[src/rtl/spio_pkg.sv]
// spio_pkg: shared FSM state encoding and P_Data field offsets for the serial LED chain block.
// Contents: spio_state_t (refresh sequencer states), CS_LSB / LED_LSB field offsets,
//           gpio_lsb() giving the GPIO field offset for a given LED image width.
package spio_pkg;
    typedef enum logic [2:0] {
        ST_IDLE,
        ST_CLR,
        ST_LOAD,
        ST_SHIFT,
        ST_LATCH,
        ST_DONE
    } spio_state_t;
    localparam int CS_LSB  = 0;
    localparam int LED_LSB = 2;
    function automatic int gpio_lsb(input int led_w);
        return led_w + 2;
    endfunction
endpackage

[src/rtl/spio_clkdiv.sv]
// spio_clkdiv: half-period timer; o_tick is high on every CLK_DIV-th cycle after a restart.
// Ports: clk (system clock), rst (sync active-low reset), i_restart (zero the count on this edge),
//        o_tick (last cycle of the current half-period).
module spio_clkdiv
    import spio_pkg::*;
#(
    parameter int CLK_DIV = 4
) (
    input  logic clk,
    input  logic rst,
    input  logic i_restart,
    output logic o_tick
);
    localparam int CW = $clog2(CLK_DIV + 1);
    logic [CW-1:0] r_cnt;
    assign o_tick = r_cnt == CW'(CLK_DIV - 1);
    always_ff @(posedge clk) begin
        if (!rst || i_restart || o_tick) r_cnt <= '0;
        else r_cnt <= r_cnt + 1'b1;
    end
endmodule

[src/rtl/spio_chain.sv]
// spio_chain: latches a CPU word into counter-select / LED / GPIO fields and refreshes an
//             external 74HC595-style chain with the LED image in the background.
// Ports: clk, rst (sync active-low); Start (refresh request), EN + P_Data (field write);
//        counter_set / LED_out / GPIOf0 (latched fields); led_clk / led_sout / led_clrn /
//        LED_PEN (chain interface); busy (refresh running), done (one-cycle completion pulse).
module spio_chain
    import spio_pkg::*;
#(
    parameter int DATA_W    = 32,
    parameter int LED_W     = 16,
    parameter int CHAIN_W   = 16,
    parameter int CLK_DIV   = 4,
    parameter int MSB_FIRST = 1,
    parameter int INV       = 0,
    parameter int AUTO      = 1
) (
    input  logic                      clk,
    input  logic                      rst,
    input  logic                      Start,
    input  logic                      EN,
    input  logic [DATA_W-1:0]         P_Data,
    output logic [1:0]                counter_set,
    output logic [LED_W-1:0]          LED_out,
    output logic [DATA_W-LED_W-3:0]   GPIOf0,
    output logic                      led_clk,
    output logic                      led_sout,
    output logic                      led_clrn,
    output logic                      LED_PEN,
    output logic                      busy,
    output logic                      done
);
    localparam int GW = DATA_W - LED_W - 2;
    localparam int BW = $clog2(CHAIN_W + 1);
    spio_state_t        r_state, w_next;
    logic [1:0]         r_cs;
    logic [LED_W-1:0]   r_led;
    logic [GW-1:0]      r_gpio;
    logic [CHAIN_W-1:0] r_shreg;
    logic [CHAIN_W-1:0] w_snap;
    logic [BW-1:0]      r_bits;
    logic               r_pend, r_cleared, r_clrn, r_sout, r_ph;
    logic               w_req, w_tick;
    function automatic logic first_bit(input logic [CHAIN_W-1:0] v);
        return (MSB_FIRST != 0) ? v[CHAIN_W-1] : v[0];
    endfunction
    function automatic logic [CHAIN_W-1:0] advance(input logic [CHAIN_W-1:0] v);
        return (MSB_FIRST != 0) ? v << 1 : v >> 1;
    endfunction
    assign w_req       = Start | ((AUTO != 0) & EN);
    assign w_snap      = r_led[CHAIN_W-1:0] ^ {CHAIN_W{INV != 0}};
    assign counter_set = r_cs;
    assign LED_out     = r_led;
    assign GPIOf0      = r_gpio;
    assign led_clrn    = r_clrn;
    assign led_sout    = r_sout;
    // Every state change starts a fresh half-period, so timed states always last CLK_DIV cycles.
    spio_clkdiv #(.CLK_DIV(CLK_DIV)) u_div (
        .clk      (clk),
        .rst      (rst),
        .i_restart(w_next != r_state),
        .o_tick   (w_tick)
    );
    always_ff @(posedge clk) begin
        if (!rst) r_state <= ST_IDLE;
        else r_state <= w_next;
    end
    always_comb begin
        w_next = r_state;
        case (r_state)
            ST_IDLE:  if (w_req) w_next = r_cleared ? ST_LOAD : ST_CLR;
            ST_CLR:   if (w_tick) w_next = ST_LOAD;
            ST_LOAD:  w_next = ST_SHIFT;
            ST_SHIFT: if (w_tick && r_ph && r_bits == BW'(1)) w_next = ST_LATCH;
            ST_LATCH: if (w_tick) w_next = ST_DONE;
            ST_DONE:  w_next = (r_pend || w_req) ? ST_LOAD : ST_IDLE;
            default:  w_next = ST_IDLE;
        endcase
    end
    always_comb begin
        busy    = r_state != ST_IDLE;
        done    = r_state == ST_DONE;
        LED_PEN = r_state == ST_LATCH;
        led_clk = (r_state == ST_SHIFT) & r_ph;
    end
    always_ff @(posedge clk) begin
        if (!rst) begin
            r_cs      <= '0;
            r_led     <= '0;
            r_gpio    <= '0;
            r_pend    <= 1'b0;
            r_cleared <= 1'b0;
            r_clrn    <= 1'b0;
            r_sout    <= 1'b0;
            r_ph      <= 1'b0;
            r_bits    <= '0;
            r_shreg   <= '0;
        end else begin
            if (EN) begin
                r_cs   <= P_Data[CS_LSB +: 2];
                r_led  <= P_Data[LED_LSB +: LED_W];
                r_gpio <= P_Data[gpio_lsb(LED_W) +: GW];
            end
            // DONE consumes any outstanding or same-cycle request directly.
            r_pend <= (r_state == ST_DONE) ? 1'b0 : r_pend | (w_req & (r_state != ST_IDLE));
            // Registered from next state so the clear pulse lines up exactly with CLR.
            r_clrn <= w_next != ST_CLR;
            if (r_state == ST_CLR && w_tick) r_cleared <= 1'b1;
            if (r_state == ST_LOAD) begin
                r_sout  <= first_bit(w_snap);
                r_shreg <= advance(w_snap);
                r_bits  <= BW'(CHAIN_W);
                r_ph    <= 1'b0;
            end
            // r_ph=0 is the low half of a bit, r_ph=1 the high half; data moves at high->low.
            if (r_state == ST_SHIFT && w_tick) begin
                r_ph <= ~r_ph;
                if (r_ph) begin
                    r_bits <= r_bits - 1'b1;
                    if (r_bits != BW'(1)) begin
                        r_sout  <= first_bit(r_shreg);
                        r_shreg <= advance(r_shreg);
                    end
                end
            end
        end
    end
endmodule

[config.mk]
export PLATFORM = sky130hd
export DESIGN_NAME = spio_chain
export DESIGN_NICKNAME = d
export VERILOG_FILES = /design/src/rtl/spio_pkg.sv /design/src/rtl/spio_clkdiv.sv /design/src/rtl/spio_chain.sv
export SDC_FILE = /design/constraint.sdc
export NUM_CORES = 1
export LEC_CHECK = 0
export ABC_AREA = 1
export CAP_MARGIN = 20
export CORE_UTILIZATION = 47
export CTS_CLUSTER_SIZE = 12
export DETAILED_ROUTE_END_ITERATION = 10
export PLACE_DENSITY = 0.87
export SYNTH_ARGS = -nofsm -noshare
export SYNTH_HDL_FRONTEND = slang
export SYNTH_SLANG_ARGS = --single-unit
[constraint.sdc]
create_clock -name clk -period 2.23 [get_ports clk]
set_clock_uncertainty 0.15 [all_clocks]
set_input_delay 0.446 -clock clk [delete_from_list [all_inputs] [get_ports clk]]
set_output_delay 0.446 -clock clk [all_outputs]
set_load 0.02 [all_outputs]
Word level (Yosys, flattened, before mapping) --
Cells that the tools add are included.
Storage, ports and cells: output and inout port bits 38, bits in registers 64, word-level logic and storage cells 62
Cells by class: add/sub/neg operators 2, bitwise logic cells 6, eq/ne operators 10, reduce and logical (&&, ||, !) cells 12, mux-type cells 20
Operators with widths (number):
- two-way mux 16 bit | 4
- case mux 3 bit (6 select lines) | 1
- two-way mux 5 bit | 3
- two-way mux 3 bit | 4
- == test 3 x 2 -> 1 bit (second input constant) | 3
- == test 3 bit (second input constant) | 2
- two-way mux 1 bit | 6
- == test 5 x 1 -> 1 bit (second input constant) | 1
- != test 5 x 1 -> 1 bit (second input constant) | 1
- subtractor 5 x 1 -> 5 bit (second input constant) | 1
- logical AND 1 bit | 4
- two-way mux 2 bit | 2
- adder 3 x 1 -> 3 bit (second input constant) | 1
- == test 3 x 1 -> 1 bit (second input constant) | 1
- zero test 3 bit | 1
- logical OR 1 bit | 3
- != test 3 x 1 -> 1 bit (second input constant) | 1
- != test 3 bit | 1
- nonzero test 3 bit | 1
- bitwise AND 1 bit | 2
- inverter 1 bit | 2
- OR 1 bit | 2
- nonzero test 2 bit | 1
- OR reduction 2 bit | 1
- zero test 1 bit | 1

Logic depth before layout (Yosys ltp) --
Gate-level depths: netlist of the first run.
depth in word-level cells 8, gate-level depth with buffers 10, gate-level depth less buffers 10

Modules after synthesis --
A second synthesis of the first run with hierarchy kept.
Unflattened totals: cells, all modules 390, area total of the unflattened synthesis 2820.2 um^2
Modules (own cells, without submodules):
- spio_chain | times used 1, cells each 377, area an instance 2698.8 um^2
- spio_clkdiv | times used 1, cells each 13, area an instance 121.4 um^2

Worst setup path before layout of the first run --
Ideal clock, no wire load.
kind reg-to-reg, from reg u_div.r_cnt[0], to reg r_shreg[11], cell stages (with the launch flop) 8, data arrival time 1.363 ns, slack 0.601 ns, setup time 0.116 ns, data required time 1.964 ns, buffers on the path 1, path through dfxtp_1 > ha_1 > ha_1 > nand2_1 > nor2_4 > nand2_2 > buf_6 > o211a_1
On the way: longest elaborated chain between the ends 3
Ends and longest elaborated chain:
- start: declaration | line spio_clkdiv.sv:15 | logic [CW-1:0] r_cnt;
- start signal: assignment | line spio_clkdiv.sv:19 | else r_cnt <= r_cnt + 1'b1;
- == test 3 x 2 -> 1 bit | line spio_clkdiv.sv:16 | assign o_tick = r_cnt == CW'(CLK_DIV - 1);
- logical AND 1 bit | line spio_chain.sv:115 | if (r_state == ST_SHIFT && w_tick) begin
- two-way mux 16 bit | line spio_chain.sv:115
- end signal: assignment | line spio_chain.sv:110 | r_shreg <= advance(w_snap);
- end signal: assignment | line spio_chain.sv:121 | r_shreg <= advance(r_shreg);
- end: declaration | line spio_chain.sv:38 | logic [CHAIN_W-1:0] r_shreg;
Every way passes these cells. A chain may end at the register's enable or synchronous reset.

Worst setup path after layout of the first run --
from reg r_state[1], to out led_clk
On the way: longest elaborated chain between the ends 2
Ends and longest elaborated chain:
- start: declaration | line spio_chain.sv:34 | spio_state_t r_state, w_next;
- start signal: assignment | line spio_chain.sv:65 | else r_state <= w_next;
- == test 3 x 2 -> 1 bit | line spio_chain.sv:83 | led_clk = (r_state == ST_SHIFT) & r_ph;
- bitwise AND 1 bit | line spio_chain.sv:83
- end: declaration | line spio_chain.sv:25 | output logic led_clk,
Every way passes these cells.

==> run_results.csv, run 1 <==
group,metric,value,unit
clock_network,root_buffer,"clkbuf_8",
synthesis,ys_top_cells_by_area,"dfxtp_1 (48%), nor2_1 (11%), o21ai_0 (8.9%)",
cells_and_area,nNetsFinal,472,
timing,setup_tns,0,ns
clock_network,numCtsBuffers,9,
timing,tightest_slew,0.399,ns
grt,first_global_vias,2476,
cells_and_area,area_growth,38.7,%
job,cap_viol_max_count,0,
setup_path,worst_ep_required_time,1.63,ns
routing,ant_nets,0,
setup_path,critical_path_peak_fanout,10,
die,num_rows,27,
setup_path,cp_data_arrival_time,1.51,ns
clock_network,clk_pin_slew,0.07,ns
grt,gr-usage-all-layers,0.228,
placement,gp_congestion,0.903,
power_and_ir_drop,power_density,744,mW/mm²
timing,slew_headroom,0.734,
placement,port_buffers,73,
cells_and_area,antenna_cells,0,
routing,dr.pass1.iters,4,
power_and_ir_drop,leakage,1.63,nW
synthesis,syn_nets,399,
clock_network,clkLatencyLatePin,0.34,ns
setup_path,rr_worst_depth,8,
routing,viasPerCell,5.03,
die,core_area,0.00547,mm²
clock_network,post_cts_buffers,0,
synthesis,yosys.area.top_type,"dfxtp_1",
routing,num_vias,2559,
die,fp.dieArea,0.00596,mm²
synthesis,netlist_instances,359,
synthesis,syn-cell-area,0.00266,mm²
placement,post-dp-hpwl,4.42,mm
timing,setup_viol,0,
synthesis,syn_area_per_cell,7.40,µm²
clock_network,htree_levels,3,
cells_and_area,fillers,448,
timing,maxClockFrequency,474,MHz
power_and_ir_drop,peakVddDrop,0.564,mV
setup_path,startpoint_type,"flop",
routing,drc,0,
routing,drt-total-wl,6.50,mm
synthesis,synth_top_area_frac,0.482,
placement,dpl_worst_slack,0.238,ns
worst_hold_path,hold_path_class,"reg -> reg",
die,ios,74,
timing,period_needed,2.11,ns
grt,grt_antenna_before_repair,0,
synthesis,yosysSeqAreaShare,0.482,
clock_network,tritoncts,"yes",
timing,hold_viol,0,
synthesis,synth_cell_types,25,
timing,layout_setup_ws,0.122,ns
routing,drt_iter0_markers,209,
die,start_util,0.485,
worst_hold_path,hold-path-cell-count,1,
timing,fin_crit_sh,0.945,
grt,grt_overflow,0,
grt,grt_max_degree,44,
clock_network,ctsHoldBuffers,0,
timing,hold_slack,0.273,ns
die,dieWidth,77.2,µm
cells_and_area,final_util,0.673,
grt,grt_pass1_wl,10.9,mm
timing,rsz0062_at_grt,"false",
cells_and_area,drive_gt1_frac,0.0686,
synthesis,synth_seq_cells,64,
setup_path,worstSetupPathType,"reg -> out",
setup_path,timing.critical_path.to_type,"output port",
synthesis,ys.warnings.count,0,
routing,wl_per_cell,12.8,µm
clock_network,cts_resized,5,
clock_network,clockBufferDepth,2,
status,status,"complete, no violations",
timing,drv_slew,0,
clock_network,cts_sinks,64,
die,fp.dieH,77.2,µm
[worst paths after layout]
| kind | start | endpoint | slack (ns) |
|---|---|---|---|
| max | r_state[1] | led_clk | 0.12 |
| min | u_div.r_cnt[0] | u_div.r_cnt[0] | 0.27 |
| max reg2reg | u_div.r_cnt[0] | r_shreg[1] | 0.24 |
| min reg2reg | u_div.r_cnt[0] | u_div.r_cnt[0] | 0.27 |
[area by class of cell]
type	instances	area [µm²]	share of cell area
clock buffers	12	155	0.0421
clock inverters	4	76.3	0.0207
inverters	37	140	0.0380
multi-input cells	240	1150	0.312
flip-flops and latches	64	1280	0.348
well taps	72	90.1	0.0245
repair buffers	80	791	0.215
[synth_stat cells (all sizes together)]
cell type  count
nor3           2
mux2i          1
o22ai          1
buf            6
clkinv         2
nand4          3
nand3         21
ha             4
a21oi         18
o21ai         57
o211ai         1
a31oi          1
o211a          6
nand2         47
nor2          78
dfxtp         64
clkbuf        12
inv           35
[critical path, cell delays in order, from the launching register on]
cell and delay (ns):
dfxtp_1 0.40, inv_2 0.10, nor2_8 0.16, nand2_2 0.09
nor2_1 0.09, dlygate4sd2_1 0.33
[flip-flops by register name, summed over array words and instances (netlist names), 2 cells and up]
| register | cells |
|---|---|
| r_shreg | 16 |
| counter_set | 2 |
| GPIOf0 | 14 |
| LED_out | 16 |
| u_div.r_cnt | 3 |
| r_state | 3 |
| r_bits | 5 |
[layer usage]
metal	up-vias	track usage	wire (µm)
met5	-	0	0
met4	0	0.113	117
met1	1172	0.271	2840
li1	1305	-	-
met2	70	0.383	3140
met3	12	0.0536	401
[placed cells by master (no fill, tap or decap), drive strengths merged, types with 2 or more instances in the layout]
cell type,instances
nor2,78
clkdlybuf4s50,69
dfxtp,64
o21ai,57
nand2,47
inv,35
nand3,21
a21oi,18
clkbuf,12
buf,7
o211a,6
ha,4
dlygate4sd2,4
nand4,3
clkinv,3
nor3,2
bufinv,2
[where the power goes]
group          switching (mW)  internal (mW)
clock network           0.443          0.693
registers              0.0343           1.20
logic                   0.192          0.178
total                   0.669           2.07
[per-stage QoR]
step	instance area [µm²]	cells	power [mW]
6_report	3680	509	2.74
5_1_grt	3680	509	2.84
4_1_cts	3680	509	2.75
3_5_place_dp	3450	493	1.63
3_3_place_gp	3450	493	1.62
2_1_floorplan	2660	359	1.43
[logic make-up after synthesis]
kind of cell	synth area share
AOI/OAI and AO/OA	0.171
adders and majority gates	0.0188
buffers and inverters	0.0857
DFF	0.482
muxes	0.00377
and+or+nand+nor	0.238
(Power assumes the default switching activity.)
==> inputs of run 2 (changes only) <==
--- a/config.mk
+++ b/config.mk
@@ -10,6 +10,7 @@
 export CORE_UTILIZATION = 47
 export CTS_CLUSTER_SIZE = 12
 export DETAILED_ROUTE_END_ITERATION = 10
+export GPL_TIMING_DRIVEN = 1
 export PLACE_DENSITY = 0.87
 export SYNTH_ARGS = -nofsm -noshare
 export SYNTH_HDL_FRONTEND = slang
==> results of run 2 <==
The final DEF is identical to that of run 1; final timing and power are the same.
==> inputs of run 3 (changes only) <==
--- a/config.mk
+++ b/config.mk
@@ -7,11 +7,11 @@
 export LEC_CHECK = 0
 export ABC_AREA = 1
 export CAP_MARGIN = 20
-export CORE_UTILIZATION = 47
+export CORE_UTILIZATION = 51
 export CTS_CLUSTER_SIZE = 12
 export DETAILED_ROUTE_END_ITERATION = 10
 export GPL_TIMING_DRIVEN = 1
-export PLACE_DENSITY = 0.87
+export PLACE_DENSITY = 0.9
 export SYNTH_ARGS = -nofsm -noshare
 export SYNTH_HDL_FRONTEND = slang
 export SYNTH_SLANG_ARGS = --single-unit
==> constraint.sdc (replaced) <==
create_clock -name clk -period 2.55 [get_ports clk]
set_clock_uncertainty 0.15 [all_clocks]
set_input_delay 0.51 -clock clk [delete_from_list [all_inputs] [get_ports clk]]
set_output_delay 0.51 -clock clk [all_outputs]
set_load 0.02 [all_outputs]
==> run_results.csv, run 3 (same netlist as run 1, synthesis figures left out) <==
group,metric,value,unit
job,cap_viol_max_count,0,
clock_network,root_buffer,"clkbuf_8",
grt,grt_antenna_before_repair,0,
die,fp.dieArea,0.00550,mm²
grt,grt_max_degree,58,
setup_path,worstSetupPathType,"reg -> out",
worst_hold_path,hold-path-cell-count,1,
clock_network,clk_pin_slew,0.06,ns
routing,dr.pass1.iters,5,
routing,viasPerCell,5.20,
placement,port_buffers,73,
die,fp.dieH,74.2,µm
routing,drt_iter0_markers,166,
die,num_rows,25,
setup_path,critical_path_peak_fanout,7,
cells_and_area,multi_input_area,0.00115,mm²
grt,gr-usage-all-layers,0.256,
cells_and_area,fin_area,0.00360,mm²
die,core_area,0.00488,mm²
clock_network,clockBufferDepth,2,
timing,slew_headroom,0.741,
clock_network,cts_sinks,64,
grt,grt_pass1_wl,10.6,mm
setup_path,startpoint_type,"flop",
routing,drc,0,
timing,period_needed,2.45,ns
cells_and_area,final_cell_mix,"nor2_1 (76), clkdlybuf4s50_1 (72), dfxtp_1 (64)",
routing,ant_nets,0,
cells_and_area,final_cells,502,
cells_and_area,final_common_cell,"nor2_1",
timing,maxClockFrequency,409,MHz
grt,first_global_vias,2391,
cells_and_area,area_growth,35.6,%
power_and_ir_drop,power_density,599,mW/mm²
power_and_ir_drop,p_total,2.16,mW
timing,hold_viol,0,
grt,grt_overflow,0,
clock_network,tritoncts,"yes",
cells_and_area,drive_gt1_frac,0.0598,
clock_network,clkLatencyLatePin,0.34,ns
cells_and_area,nNetsFinal,470,
timing,drv_slew,0,
clock_network,ctsHoldBuffers,0,
timing,tightest_slew,0.389,ns
power_and_ir_drop,leakage,1.60,nW
die,ios,74,
placement,gp_congestion,0.926,
routing,num_vias,2609,
cells_and_area,antenna_cells,0,
die,dieWidth,74.2,µm
timing,setup_tns,0,ns
timing,fin_crit_sh,0.960,
routing,top_layer,"met4",
routing,drt-total-wl,6.49,mm
clock_network,post_cts_buffers,0,
setup_path,cp_data_arrival_time,1.79,ns
cells_and_area,regArea,0.00128,mm²
routing,wl_met3,536,µm
cells_and_area,fillers,364,
worst_hold_path,hold_path_class,"reg -> reg",
setup_path,r2r_slack,0.51,ns
timing,rsz0062_at_grt,"false",
timing,setup_viol,0,
setup_path,timing.critical_path.to_type,"output port",
die,start_util,0.544,
timing,hold_slack,0.290,ns
routing,m1WireLength,2.76,mm
setup_path,rr_worst_depth,7,
placement,post-dp-hpwl,4.46,mm
routing,wl_per_cell,12.9,µm
placement,dp.cells,486,
setup_path,worst_ep_required_time,1.89,ns
clock_network,htree_levels,3,
routing,dr_wl_met2,3.09,mm
clock_network,numCtsBuffers,9,
power_and_ir_drop,peakVddDrop,0.509,mV
status,status,"complete, no violations",
placement,placed_area,0.00343,mm²
## run 3: critical path, cell delays in order (launching register included)
cell,delay (ns)
dfxtp_1,0.39
nor2_1,0.25
nand2_1,0.14
inv_1,0.07
clkdlybuf4s50_1,0.59
## run 3: final cells by class
type                    count  share of cell area
clock buffers              12              0.0403
clock inverters             4             0.00556
inverters                  37              0.0389
multi-input cells         240               0.319
flip-flops and latches     64               0.356
well taps                  67              0.0233
repair buffers             78               0.218
## run 3: through the flow
stage                util  setup slack, ns
global route        0.738           0.0194
CTS                 0.737           0.0942
global placement    0.704            0.515
detailed placement  0.704            0.467
finish              0.738            0.103
floorplan               -            0.921
## run 3: where the power goes
group          total, mW  switching, mW  internal [mW]
registers           1.08         0.0300           1.05
clock network      0.750          0.377          0.373
logic              0.327          0.171          0.156
## run 3: worst paths after layout
kind / end / from
worst max-delay path: LED_PEN / r_state[0]
worst max register to register: r_shreg[15] / u_div.r_cnt[0]
worst min register to register: u_div.r_cnt[0] / u_div.r_cnt[0]
worst min-delay path: u_div.r_cnt[0] / u_div.r_cnt[0]
## run 3: routing by layer
| metal | vias to the layer above | track usage |
|---|---|---|
| met5 | - | 0 |
| met4 | 0 | 0.115 |
| met1 | 1200 | 0.309 |
| li1 | 1304 | - |
| met2 | 91 | 0.412 |
| met3 | 14 | 0.0867 |
## run 3: timing repair
| action | 4_1_cts | 5_1_grt |
|---|---|---|
| endpoints found under the hold margin | 0 | 0 |
| gates resized for setup | 0 | 1 |
| endpoints found under the setup margin | 0 | 1 |
